===== src/rtl/xgmii_pkg.sv =====
// Shared XGMII constants and encodings for the link fault sequence tracker.
package xgmii_pkg;

    localparam logic [7:0]  SEQ_CHAR        = 8'h9C;
    localparam logic [7:0]  SEQ_LOCAL_CODE  = 8'h01;
    localparam logic [7:0]  SEQ_REMOTE_CODE = 8'h02;
    localparam logic [7:0]  IDLE_CHAR       = 8'h07;
    localparam logic [63:0] IDLE_WORD       = {8{IDLE_CHAR}};
    localparam logic [7:0]  IDLE_CTRL       = 8'hFF;

    typedef enum logic [1:0] {
        SEQ_NONE   = 2'd0,
        SEQ_LOCAL  = 2'd1,
        SEQ_REMOTE = 2'd2
    } seq_type_t;

    typedef enum logic [1:0] {
        LINK_OK     = 2'd0,
        LINK_LOCAL  = 2'd1,
        LINK_REMOTE = 2'd2
    } link_fault_t;

    typedef enum logic [1:0] {
        ST_INIT  = 2'd0,
        ST_COUNT = 2'd1,
        ST_FAULT = 2'd2
    } lf_state_t;

    function automatic link_fault_t seq_to_fault(input seq_type_t t);
        return (t == SEQ_REMOTE) ? LINK_REMOTE : LINK_LOCAL;
    endfunction

endpackage


===== src/rtl/xgmii_seq_decode.sv =====
// Classifies one 32-bit XGMII column as a local/remote fault ordered set or not.
module xgmii_seq_decode
    import xgmii_pkg::*;
(
    input  logic [31:0] col_rxd,
    input  logic [3:0]  col_rxc,
    output logic [1:0]  seq_type
);

    // Only lane 0 may be a control character; lanes 1-2 must be zero.
    always_comb begin
        seq_type = SEQ_NONE;
        if (col_rxc == 4'b0001 && col_rxd[7:0] == SEQ_CHAR &&
            col_rxd[15:8] == 8'h00 && col_rxd[23:16] == 8'h00) begin
            if (col_rxd[31:24] == SEQ_LOCAL_CODE) begin
                seq_type = SEQ_LOCAL;
            end else if (col_rxd[31:24] == SEQ_REMOTE_CODE) begin
                seq_type = SEQ_REMOTE;
            end
        end
    end

endmodule


===== src/rtl/xgmii_link_fault.sv =====
// XGMII RX link fault state machine: two column updates per clk156 cycle,
// registered fault flags, a saturating fault event counter and a 1-cycle RX delay.
module xgmii_link_fault
    import xgmii_pkg::*;
#(
    parameter int C_COL_WINDOW = 128,
    parameter int C_CNT_W      = 16
) (
    input  logic               clk156,
    input  logic               reset,
    input  logic               rx_reset,
    input  logic [63:0]        xgmii_rxd,
    input  logic [7:0]         xgmii_rxc,
    output logic [63:0]        xgmii_rxd_out,
    output logic [7:0]         xgmii_rxc_out,
    output logic               local_fault,
    output logic               remote_fault,
    output logic [C_CNT_W-1:0] fault_cnt,
    input  logic               clr_cnt
);

    localparam int               COL_W   = $clog2(C_COL_WINDOW + 1);
    localparam logic [COL_W-1:0] COL_MAX = COL_W'(C_COL_WINDOW);

    typedef struct packed {
        lf_state_t        state;
        seq_type_t        last_type;
        logic [1:0]       seq_cnt;
        logic [COL_W-1:0] col_cnt;
        link_fault_t      link_fault;
    } track_t;

    function automatic track_t reset_track();
        track_t r;
        r.state      = ST_INIT;
        r.last_type  = SEQ_LOCAL;
        r.seq_cnt    = 2'd0;
        r.col_cnt    = '0;
        r.link_fault = LINK_OK;
        return r;
    endfunction

    // One column's worth of state update; applied twice per cycle (A then B).
    function automatic track_t col_step(input track_t cur, input seq_type_t t);
        track_t nxt;
        nxt = cur;
        case (cur.state)
            ST_INIT: begin
                if (t != SEQ_NONE) begin
                    nxt.state     = ST_COUNT;
                    nxt.last_type = t;
                    nxt.seq_cnt   = 2'd1;
                    nxt.col_cnt   = '0;
                end
            end
            ST_COUNT, ST_FAULT: begin
                if (t == SEQ_NONE) begin
                    if (cur.col_cnt < COL_MAX) begin
                        nxt.col_cnt = cur.col_cnt + COL_W'(1);
                    end
                    if (nxt.col_cnt == COL_MAX) begin
                        nxt.state   = ST_INIT;
                        nxt.seq_cnt = 2'd0;
                        if (cur.state == ST_FAULT) begin
                            nxt.link_fault = LINK_OK;
                        end
                    end
                end else if (t == cur.last_type) begin
                    nxt.col_cnt = '0;
                    if (cur.state == ST_COUNT) begin
                        if (cur.seq_cnt < 2'd3) begin
                            nxt.seq_cnt = cur.seq_cnt + 2'd1;
                        end else begin
                            nxt.link_fault = seq_to_fault(t);
                            nxt.state      = ST_FAULT;
                        end
                    end
                end else begin
                    // A type change restarts counting but keeps any declared fault.
                    nxt.state     = ST_COUNT;
                    nxt.last_type = t;
                    nxt.seq_cnt   = 2'd1;
                    nxt.col_cnt   = '0;
                end
            end
            default: nxt = reset_track();
        endcase
        return nxt;
    endfunction

    logic [1:0] type_a_raw;
    logic [1:0] type_b_raw;
    seq_type_t  type_a;
    seq_type_t  type_b;
    track_t     track_q;
    track_t     after_a;
    track_t     track_d;
    logic       fault_event;

    xgmii_seq_decode u_decode_a (
        .col_rxd  (xgmii_rxd[31:0]),
        .col_rxc  (xgmii_rxc[3:0]),
        .seq_type (type_a_raw)
    );

    xgmii_seq_decode u_decode_b (
        .col_rxd  (xgmii_rxd[63:32]),
        .col_rxc  (xgmii_rxc[7:4]),
        .seq_type (type_b_raw)
    );

    assign type_a = seq_type_t'(type_a_raw);
    assign type_b = seq_type_t'(type_b_raw);

    always_comb begin
        after_a     = col_step(track_q, type_a);
        track_d     = col_step(after_a, type_b);
        fault_event = (track_d.link_fault != LINK_OK) &&
                      (track_d.link_fault != track_q.link_fault);
    end

    // Flags are decoded from the next state so they line up with track_q.
    always_ff @(posedge clk156 or posedge reset) begin
        if (reset) begin
            track_q       <= reset_track();
            local_fault   <= 1'b0;
            remote_fault  <= 1'b0;
            fault_cnt     <= '0;
            xgmii_rxd_out <= IDLE_WORD;
            xgmii_rxc_out <= IDLE_CTRL;
        end else if (rx_reset) begin
            track_q       <= reset_track();
            local_fault   <= 1'b0;
            remote_fault  <= 1'b0;
            fault_cnt     <= '0;
            xgmii_rxd_out <= IDLE_WORD;
            xgmii_rxc_out <= IDLE_CTRL;
        end else begin
            track_q       <= track_d;
            local_fault   <= (track_d.link_fault == LINK_LOCAL);
            remote_fault  <= (track_d.link_fault == LINK_REMOTE);
            xgmii_rxd_out <= xgmii_rxd;
            xgmii_rxc_out <= xgmii_rxc;
            if (clr_cnt) begin
                fault_cnt <= '0;
            end else if (fault_event && (fault_cnt != {C_CNT_W{1'b1}})) begin
                fault_cnt <= fault_cnt + C_CNT_W'(1);
            end
        end
    end

endmodule


===== config.mk =====
export PLATFORM = sky130hd
export DESIGN_NAME = xgmii_link_fault
export DESIGN_NICKNAME = d
export VERILOG_FILES = /design/src/rtl/xgmii_pkg.sv /design/src/rtl/xgmii_seq_decode.sv /design/src/rtl/xgmii_link_fault.sv
export SDC_FILE = /design/constraint.sdc
export NUM_CORES = 1
export LEC_CHECK = 0
export BUFFER_PORTS_ARGS = -buffer_cell sky130_fd_sc_hd__buf_2
export CAP_MARGIN = 20
export CORE_AREA = 3 3 109 111
export CTS_BUF_LIST = sky130_fd_sc_hd__clkbuf_8
export CTS_CLUSTER_DIAMETER = 100
export DETAILED_ROUTE_END_ITERATION = 10
export DIE_AREA = 0 0 112 114
export PLACE_DENSITY_LB_ADDON = 0.08
export SLEW_MARGIN = 5
export SYNTH_ARGS = -nofsm -noshare
export SYNTH_HDL_FRONTEND = slang
export SYNTH_SLANG_ARGS = --single-unit

===== constraint.sdc =====
create_clock -name clk156 -period 5.8 [get_ports clk156]
set_input_delay 1.16 -clock clk156 [delete_from_list [all_inputs] [get_ports clk156]]
set_output_delay 1.16 -clock clk156 [all_outputs]
set_load 0.01 [all_outputs]

==> results of run 1 <==
## through the flow
step	instance area, sq um	total power [mW]	utilization	std cells	worst slack, ps
2_1_floorplan	5910	0.858	-	592	950
3_3_place_gp	6810	0.931	0.626	878	439
3_5_place_dp	6810	0.935	0.626	878	274
4_1_cts	7000	1.37	0.643	894	665
5_1_grt	7000	1.42	0.643	894	152
6_report	7000	1.35	0.643	894	621
## where the power goes
group          total [mW]  internal (mW)  switching (mW)
sequential          0.779          0.773         0.00655
clock               0.434          0.173           0.261
combinational       0.140         0.0584          0.0816
total                1.35           1.00           0.349
## sequential cells by signal (all words and copies together) (netlist names)
signal         count
track_q           16
remote_fault       1
fault_cnt         16
local_fault        1
xgmii_rxc_out      8
xgmii_rxd_out     64
## metal layers
metal  share of wire  GRT usage  wire length, um
met1            0.42      0.316             6680
met2            0.49      0.411             7660
met3           0.060     0.0382              949
met4           0.030      0.107              476
met5               0          0                0
## worst max-delay path: stages
cell and delay [ps]:
buf_2 110, nor4b_1 470, nand4_1 260, nor4_1 380, o21ai_0 140, a21o_1 170, a21oi_1 350, inv_1 130
ha_1 220, inv_1 110, and3_1 150, or4b_1 430, and4b_1 230, nor2_1 240, a2bb2oi_2 390, buf_4 270
or3_1 120, a21oi_1 60
## area by class of cell
class / count / area, sq um
sequential: 106 / 2690
timing repair buffer: 174 / 893
inverter: 13 / 51.3
tap: 140 / 175
clock inverter: 6 / 47.5
multi-input combinational: 445 / 3000
fill: 889 / 3890
clock buffer: 10 / 138
## placed cells by master, fill, tap and decap left out, types with 10 or more instances in the layout
cell type,synthesis,final
dfrtp_1,73,73
and3_1,12,12
nand3_1,17,17
or4_1,11,11
clkbuf_8,0,10
buf_2,6,165
nor2b_1,49,49
inv_1,12,11
nor4_1,11,11
a21oi_1,29,29
o21ai_1,11,11
or2_2,36,36
nor2_1,40,40
or3_1,11,11
nand4_1,12,12
nand2_1,39,39
ha_1,11,11
dfstp_2,33,33
nor3_1,14,14
o21ai_0,14,14
## final timing paths
| path | depth (start not counted) | from | slack, ps | end |
|---|---|---|---|---|
| setup / recovery | 18 | xgmii_rxd[9] | 620 | fault_cnt[8] |
| hold / removal | 2 | fault_cnt[12] | 590 | fault_cnt[12] |
| setup reg to reg | 20 | track_q[2] | 890 | fault_cnt[8] |
| hold reg to reg | 2 | fault_cnt[12] | 590 | fault_cnt[12] |
| max in group asynchronous | 3 | reset | 3810 | xgmii_rxd_out[7] |
| min in group asynchronous | 2 | reset | 870 | xgmii_rxd_out[55] |
## cells by family (layout without fill, tap and decap cells)
family	count (synthesis)	in the layout	synth area share
buffers and inverters	41	203	0.0364
AND/OR/NAND/NOR	297	297	0.315
multiplexers	3	3	0.00508
adder cells (fa/ha/maj)	11	11	0.0233
flip-flops	106	106	0.456
XOR/XNOR	9	9	0.0133
AO/OA/AOI/OAI	125	125	0.151
==> results_dict.tcl, run 1 <==
set metrics [dict create \
    gp_congestion 0.910 \
    rsz0062_at_grt "false" \
    end_kind "flip-flop" \
    yosysMostFrequentCell "dfrtp_1" \
    hold_class "reg -> reg" \
    max-vdd-ir-drop_uv 131 \
    ios 166 \
    synth.area.top_cells "dfrtp_1 31%, dfstp_2 15%, nor2b_1 5.2%" \
    routed_via_density 5.86 \
    arrival_ps 5430 \
    synth.largest_area_cell "dfrtp_1" \
    max_freq_ghz 0.193 \
    die_x_um 112 \
    leakage_nw 3.16 \
    final_layout_size_suffix_gt1_frac 0.378 \
    postCtsSetupRepairBufs 0 \
    grt.total_usage 0.245 \
    ys_types 80 \
    hold_viol_final 0 \
    nets 836 \
    cts.sinks 106 \
    async_reset_ff_frac 1.00 \
    max_slew_margin 0.453 \
    std_cell_rows 38 \
    path_max_fanout 16 \
    drc_errors 0 \
    cts_tree "done" \
    seq_area_frac_synth 0.456 \
    diodes 0 \
    synth_fp_nets 679 \
    grt_pass1_wl_um 25300 \
    crit_required_ps 6050 \
    setup_viol 0 \
    status "finished, final reports clean" \
    slew_violations 0 \
    synth_common_cells "73 x dfrtp_1, 49 x nor2b_1, 40 x nor2_1, 39 x nand2_1, 36 x or2_2" \
    synth_edf_count 0 \
    layout_min_cycle_time_ps 5180 \
    worstMarginPinSlew_ps 809 \
    syn_area_sq_um 5910 \
    die_area_sq_um 12800 \
    dp_hpwl_um 11900 \
    area_growth_pct 18.4 \
    vias 5241 \
    port_buffers 165 \
    ctsHoldBuffers 0 \
    postSynthRegisterBits 106 \
    ys.flop_type "dfrtp_1" \
    wl_per_cell_um 17.6 \
    finalClockSkew_ps 10.7 \
    drt_wl_total_um 15800 \
    crit_path_start_kind "input pin" \
    clk_latency_ps 380 \
    drt_iter0_drc 401 \
    antenna_found_initial 0 \
    drv_cap 0 \
    postCtsResizedCells 0 \
    yosysWarnings 0 \
    fin_tns_setup_ps 0 \
    grt.overflow.total 0 \
    grt_max_degree 79 \
    core_area_sq_um 10900 \
    first_pass_iters 5 \
    clockBufferDepth 2 \
    worst_hold_slack_ps 589 \
    min_period_over_period 0.893 \
    synthCells 592 \
    power.density_nw_per_um2 193 \
    grt_pass1_vias 5081 \
    root_buffer "clkbuf_8" \
    criticalPathCategory "in -> reg" \
    clkTransAtPathRegs_ps 90 \
    htree_levels 3 \
    yosysTopAreaCellShare 0.309 \
    antenna_left 0 \
    die_height_um 114 \
    numCtsBuffers 9 \
    post_synth.cell_area_avg_sq_um 9.98 \
    initial_utilization 0.543 \
]
No activity file was read; power rests on OpenSTA's default activity.
==> inputs of run 2 (changes only) <==
--- a/config.mk
+++ b/config.mk
@@ -5,13 +5,14 @@
 export SDC_FILE = /design/constraint.sdc
 export NUM_CORES = 1
 export LEC_CHECK = 0
+export ABC_AREA = 1
 export BUFFER_PORTS_ARGS = -buffer_cell sky130_fd_sc_hd__buf_2
 export CAP_MARGIN = 20
-export CORE_AREA = 3 3 109 111
+export CORE_AREA = 3 3 110 112
 export CTS_BUF_LIST = sky130_fd_sc_hd__clkbuf_8
 export CTS_CLUSTER_DIAMETER = 100
 export DETAILED_ROUTE_END_ITERATION = 10
-export DIE_AREA = 0 0 112 114
+export DIE_AREA = 0 0 113 115
 export PLACE_DENSITY_LB_ADDON = 0.08
 export SLEW_MARGIN = 5
 export SYNTH_ARGS = -nofsm -noshare
==> results_dict.tcl, run 2 <==
set metrics [dict create \
    status "finished, final reports clean" \
    cpMostUsedCell "nand2_1" \
    postCtsResizedCells 0 \
    synth_common_cells "198 x nand2_1, 118 x inv_1, 108 x nor2_1, 73 x dfrtp_1, 61 x nand3_1" \
    grt_max_degree 56 \
    hold_class "reg -> reg" \
    die_area_sq_um 13000 \
    ctsHoldBuffers 0 \
    top_register "xgmii_rxd_out" \
    antenna_found_initial 0 \
    grt.total_usage 0.245 \
    p_sw_mw 0.358 \
    seq_power_share 0.582 \
    dp_slack_ps 1240 \
    synth.largest_area_cell "dfrtp_1" \
    postSynthRegisterBits 106 \
    clkPwrFrac 0.307 \
    ys_types 47 \
    port_buffers 165 \
    grt_pass1_wl_um 25700 \
    grt_pass1_vias 5291 \
    numCtsBuffers 9 \
    std_cell_rows 39 \
    cpPeakStageDelay_ps 190 \
    power.density_nw_per_um2 187 \
    dp_hpwl_um 12200 \
    area_growth_pct 17.7 \
    final_layout_size_suffix_gt1_frac 0.295 \
    clockBufferDepth 2 \
    grt.overflow.total 0 \
    rsz0062_at_grt "false" \
    final_util 0.635 \
    syn_area_sq_um 6100 \
    synthCells 810 \
    htree_levels 3 \
    cell_internal_pwr_mw 0.982 \
    layout_min_cycle_time_ps 4180 \
    synth.area.top_cells "dfrtp_1 30%, dfstp_2 14%, nand2_1 12%" \
    async_reset_ff_frac 1.00 \
    criticalPathCategory "in -> reg" \
    yosysMostFrequentCell "nand2_1" \
    routed_via_density 5.06 \
    drc_errors 0 \
    post_synth.cell_area_avg_sq_um 7.54 \
    finalClockSkew_ps 11.0 \
    worstMarginPinSlew_ps 817 \
    vias 5644 \
    gp_congestion 0.913 \
    min-delay-start "fault_cnt[7]" \
    r2r_start "track_q[15]" \
    crit_required_ps 6070 \
    root_buffer "clkbuf_8" \
    postCtsSetupRepairBufs 0 \
    crit_path_start_kind "input pin" \
    max_slew_margin 0.455 \
    initial_utilization 0.539 \
    yosysWarnings 0 \
    cts_tree "done" \
    wl_per_cell_um 14.1 \
    largest_reg_flops 64 \
    share_comb_of_total_power 0.111 \
    final_cell_mix "198 x nand2_1, 165 x buf_2, 118 x inv_1" \
    diodes 0 \
    drt_iter0_drc 444 \
    max-vdd-ir-drop_uv 140 \
    core_area_sq_um 11300 \
    layout_commonest_cell "nand2_1" \
    end_kind "flip-flop" \
    finalNonFillerCells 1115 \
    worst_hold_slack_ps 575 \
    ys.flop_type "dfrtp_1" \
    clk_latency_ps 380 \
    antenna_left 0 \
    dp_cells 1099 \
    ios 166 \
    stdcell_area_sq_um 7180 \
    switching_share 0.267 \
    synth_fp_nets 897 \
    yosysTopAreaCellShare 0.299 \
    max_freq_ghz 0.239 \
    path_max_fanout 17 \
    die_x_um 113 \
    arrival_ps 4450 \
    dpl_cell_area_sq_um 7010 \
    hold_depth 2 \
    drv_cap 0 \
    first_pass_iters 5 \
    die_height_um 115 \
    cts.sinks 106 \
    setup_viol 0 \
    leakage_nw 3.73 \
    min_period_over_period 0.720 \
    hold_viol_final 0 \
    synth_edf_count 0 \
    clkTransAtPathRegs_ps 100 \
    crit_start "xgmii_rxd[0]" \
    finalPower_mw 1.34 \
    slowest_stage "nand3_1" \
    seq_area_frac_synth 0.441 \
    fin_tns_setup_ps 0 \
    slew_violations 0 \
    drt_wl_total_um 15700 \
    timing.final.ws_setup_ps 1620 \
    reg2regPathDepth 24 \
    nets 1054 \
    reg_top3 "xgmii_rxd_out x64, fault_cnt x16, track_q x16" \
]
==> run 2: power groups by stage <==
stage                     Combinational (mW)  Sequential, mW  Clock, mW
after floorplan                       0.0606           0.809          0
after global placement                 0.149           0.793          0
after detailed placement               0.150           0.794          0
after CTS                              0.150           0.780      0.424
after global routing                   0.165           0.783      0.452
final                                  0.148           0.780      0.411
==> run 2: logic make-up (layout without fill, tap and decap cells) <==
| kind of cell | Yosys count | in the layout | synth area share |
|---|---|---|---|
| DFF | 106 | 106 | 0.441 |
| buffers and inverters | 148 | 310 | 0.0971 |
| adders and majority gates | 11 | 11 | 0.0225 |
| and+or+nand+nor | 485 | 485 | 0.372 |
| AOI/OAI and AO/OA | 49 | 49 | 0.0510 |
| xor gates and xnor gates | 11 | 11 | 0.0158 |
==> run 2: path summary, 6_finish.rpt <==
| kind | endpoint | slack (ps) |
|---|---|---|
| min in group asynchronous | xgmii_rxd_out[31] | 870 |
| worst min register to register | fault_cnt[7] | 580 |
| worst max-delay path | fault_cnt[2] | 1620 |
| worst min-delay path | fault_cnt[7] | 580 |
| max in group asynchronous | xgmii_rxd_out[52] | 3830 |
| worst max register to register | fault_cnt[2] | 2040 |
==> run 2: final cells by class <==
type	instances	area [sq um]
clock buffers	9	124
inverters	127	482
clock inverters	7	46.3
multi-input cells	556	2820
repair buffers	167	841
well taps	143	179
flip-flops and latches	106	2690
fillers	1074	4140
==> run 2: worst max-delay path: cells and delay by family <==
family | cells | cell delay, ps
compound gates | 1 | 170
simple gates | 21 | 2450
fa+ha+maj | 1 | 170
buf+inv | 5 | 450
==> run 2: routing by layer <==
metal	track usage	routed length, um
met4	0.0577	143
met3	0.0389	872
met2	0.423	7590
met5	0	0
met1	0.326	7090
==> inputs of run 3 (changes only) <==
--- a/config.mk
+++ b/config.mk
@@ -8,11 +8,11 @@
 export ABC_AREA = 1
 export BUFFER_PORTS_ARGS = -buffer_cell sky130_fd_sc_hd__buf_2
 export CAP_MARGIN = 20
-export CORE_AREA = 3 3 110 112
+export CORE_AREA = 3 3 116 118
 export CTS_BUF_LIST = sky130_fd_sc_hd__clkbuf_8
 export CTS_CLUSTER_DIAMETER = 100
 export DETAILED_ROUTE_END_ITERATION = 10
-export DIE_AREA = 0 0 113 115
+export DIE_AREA = 0 0 119 121
 export PLACE_DENSITY_LB_ADDON = 0.08
 export SLEW_MARGIN = 5
 export SYNTH_ARGS = -nofsm -noshare
==> constraint.sdc (replaced) <==
create_clock -name clk156 -period 3.75 [get_ports clk156]
set_input_delay 0.75 -clock clk156 [delete_from_list [all_inputs] [get_ports clk156]]
set_output_delay 0.75 -clock clk156 [all_outputs]
set_load 0.01 [all_outputs]
==> results_dict.tcl, run 3 (synthesis results as in run 2) <==
set metrics [dict create \
    slowest_stage "nor2_8" \
    nFillCells 1195 \
    finalNonFillerCells 1168 \
    std_cell_rows 41 \
    criticalPathCategory "in -> reg" \
    diodes 0 \
    drv_cap 0 \
    fin_tns_setup_ps 0 \
    reg2regPathDepth 27 \
    nets 1078 \
    crit_path_start_kind "input pin" \
    cts_tree "done" \
    max_slew_margin 0.431 \
    leakage_nw 3.88 \
    root_buffer "clkbuf_8" \
    end_kind "flip-flop" \
    reg_top3 "xgmii_rxd_out x64, fault_cnt x16, track_q x16" \
    antenna_found_initial 0 \
    final_cell_mix "198 x nand2_1, 165 x buf_2, 117 x inv_1" \
    stdcell_area_sq_um 7510 \
    cp.depth 30 \
    cpMostUsedCell "nand2_1" \
    crit_buf_inv 4 \
    grt.total_usage 0.228 \
    antenna_left 0 \
    die_height_um 121 \
    dp_cells 1152 \
    status "finished, final reports clean" \
    vias 5691 \
    grt.overflow.total 0 \
    rsz0062_at_grt "false" \
    power.density_nw_per_um2 309 \
    core_area_sq_um 12600 \
    finalClockSkew_ps 4.94 \
    top_register "xgmii_rxd_out" \
    setup_viol 0 \
    arrival_ps 3660 \
    area_growth_pct 23.1 \
    first_pass_iters 5 \
    crit_required_ps 4070 \
    hold_class "in -> async" \
    grt_pass1_wl_um 26300 \
    slew_violations 0 \
    max_freq_ghz 0.300 \
    numCtsBuffers 9 \
    grt_max_degree 49 \
    port_buffers 165 \
    clockBufferDepth 2 \
    initial_utilization 0.486 \
    cts.sinks 106 \
    drt_iter0_drc 428 \
    layout_min_cycle_time_ps 3330 \
    worst_path_dominant_cell_family "simple AND/OR/NAND/NOR gates" \
    dpl_cell_area_sq_um 7230 \
    min_period_over_period 0.889 \
    die_area_sq_um 14400 \
    grt_pass1_vias 5164 \
    drc_errors 0 \
    hold_viol_final 0 \
    layout_commonest_cell "nand2_1" \
    htree_levels 3 \
    cpPeakStageDelay_ps 180 \
    clk_latency_ps 380 \
    routed_via_density 4.87 \
    final_layout_size_suffix_gt1_frac 0.315 \
    gp_congestion 0.930 \
    ios 166 \
    drt_wl_total_um 16100 \
    clkTransAtPathRegs_ps 100 \
    wl_per_cell_um 13.8 \
    die_x_um 119 \
    path_max_fanout 10 \
    worstMarginPinSlew_ps 831 \
    largest_reg_flops 64 \
    dp_hpwl_um 12700 \
    max-vdd-ir-drop_uv 157 \
]
[run 3: changes by cell type in the layout (fill, tap and decap cells not counted), moves of 2 or more]
| cell | previous run | this run |
|---|---|---|
| bufinv_16 | 0 | 3 |
| clkbuf_8 | 9 | 11 |
| buf_4 | 2 | 25 |
| clkinv_2 | 3 | 0 |
[run 3: final timing paths]
kind	startpoint	to	slack, ps
max	xgmii_rxd[0]	fault_cnt[9]	420
min in group clk156	xgmii_rxc[1]	xgmii_rxc_out[1]	560
min	reset	fault_cnt[7]	420
min reg2reg	fault_cnt[1]	fault_cnt[1]	590
max in group asynchronous	reset	xgmii_rxd_out[50]	2540
max reg2reg	track_q[14]	fault_cnt[9]	440
[run 3: power breakdown]
| part | switching, mW | internal (mW) |
|---|---|---|
| logic | 0.148 | 0.0853 |
| clock network | 0.400 | 0.484 |
| registers | 0.0105 | 1.20 |
| total | 0.559 | 1.77 |
[run 3: stage by stage]
step	utilization	worst slack [ps]	hold WS [ps]	total power [mW]
floorplan	-	266	573	1.35
global placement	0.575	69.2	563	1.46
detailed placement	0.575	6.50	562	1.46
CTS	0.596	395	427	2.35
global route	0.598	18.3	449	2.43
finish	0.598	418	421	2.32
[run 3: cell type report]
class | count | area [sq um] | share of cell area
inverters | 127 | 482 | 0.0641
repair buffers | 191 | 1020 | 0.136
clock buffers | 11 | 151 | 0.0202
clock inverters | 5 | 109 | 0.0145
well taps | 172 | 215 | 0.0286
multi-input cells | 556 | 2840 | 0.378
flip-flops and latches | 106 | 2690 | 0.359
[run 3: layer usage]
metal	share of wire	wire length [um]	track usage	up-vias
li1	-	-	-	2892
met1	0.45	7260	0.315	2605
met2	0.47	7610	0.368	179
met3	0.059	955	0.0401	15
met4	0.016	255	0.0688	0
met5	0	0	0	-
[run 3: timing repair]
| action | in CTS | in global routing |
|---|---|---|
| hold buffers | 0 | 0 |
| gates resized for setup | 0 | 5 |
| setup buffers | 0 | 0 |
| hold endpoints to repair | 0 | 0 |
| setup endpoints to repair | 0 | 15 |
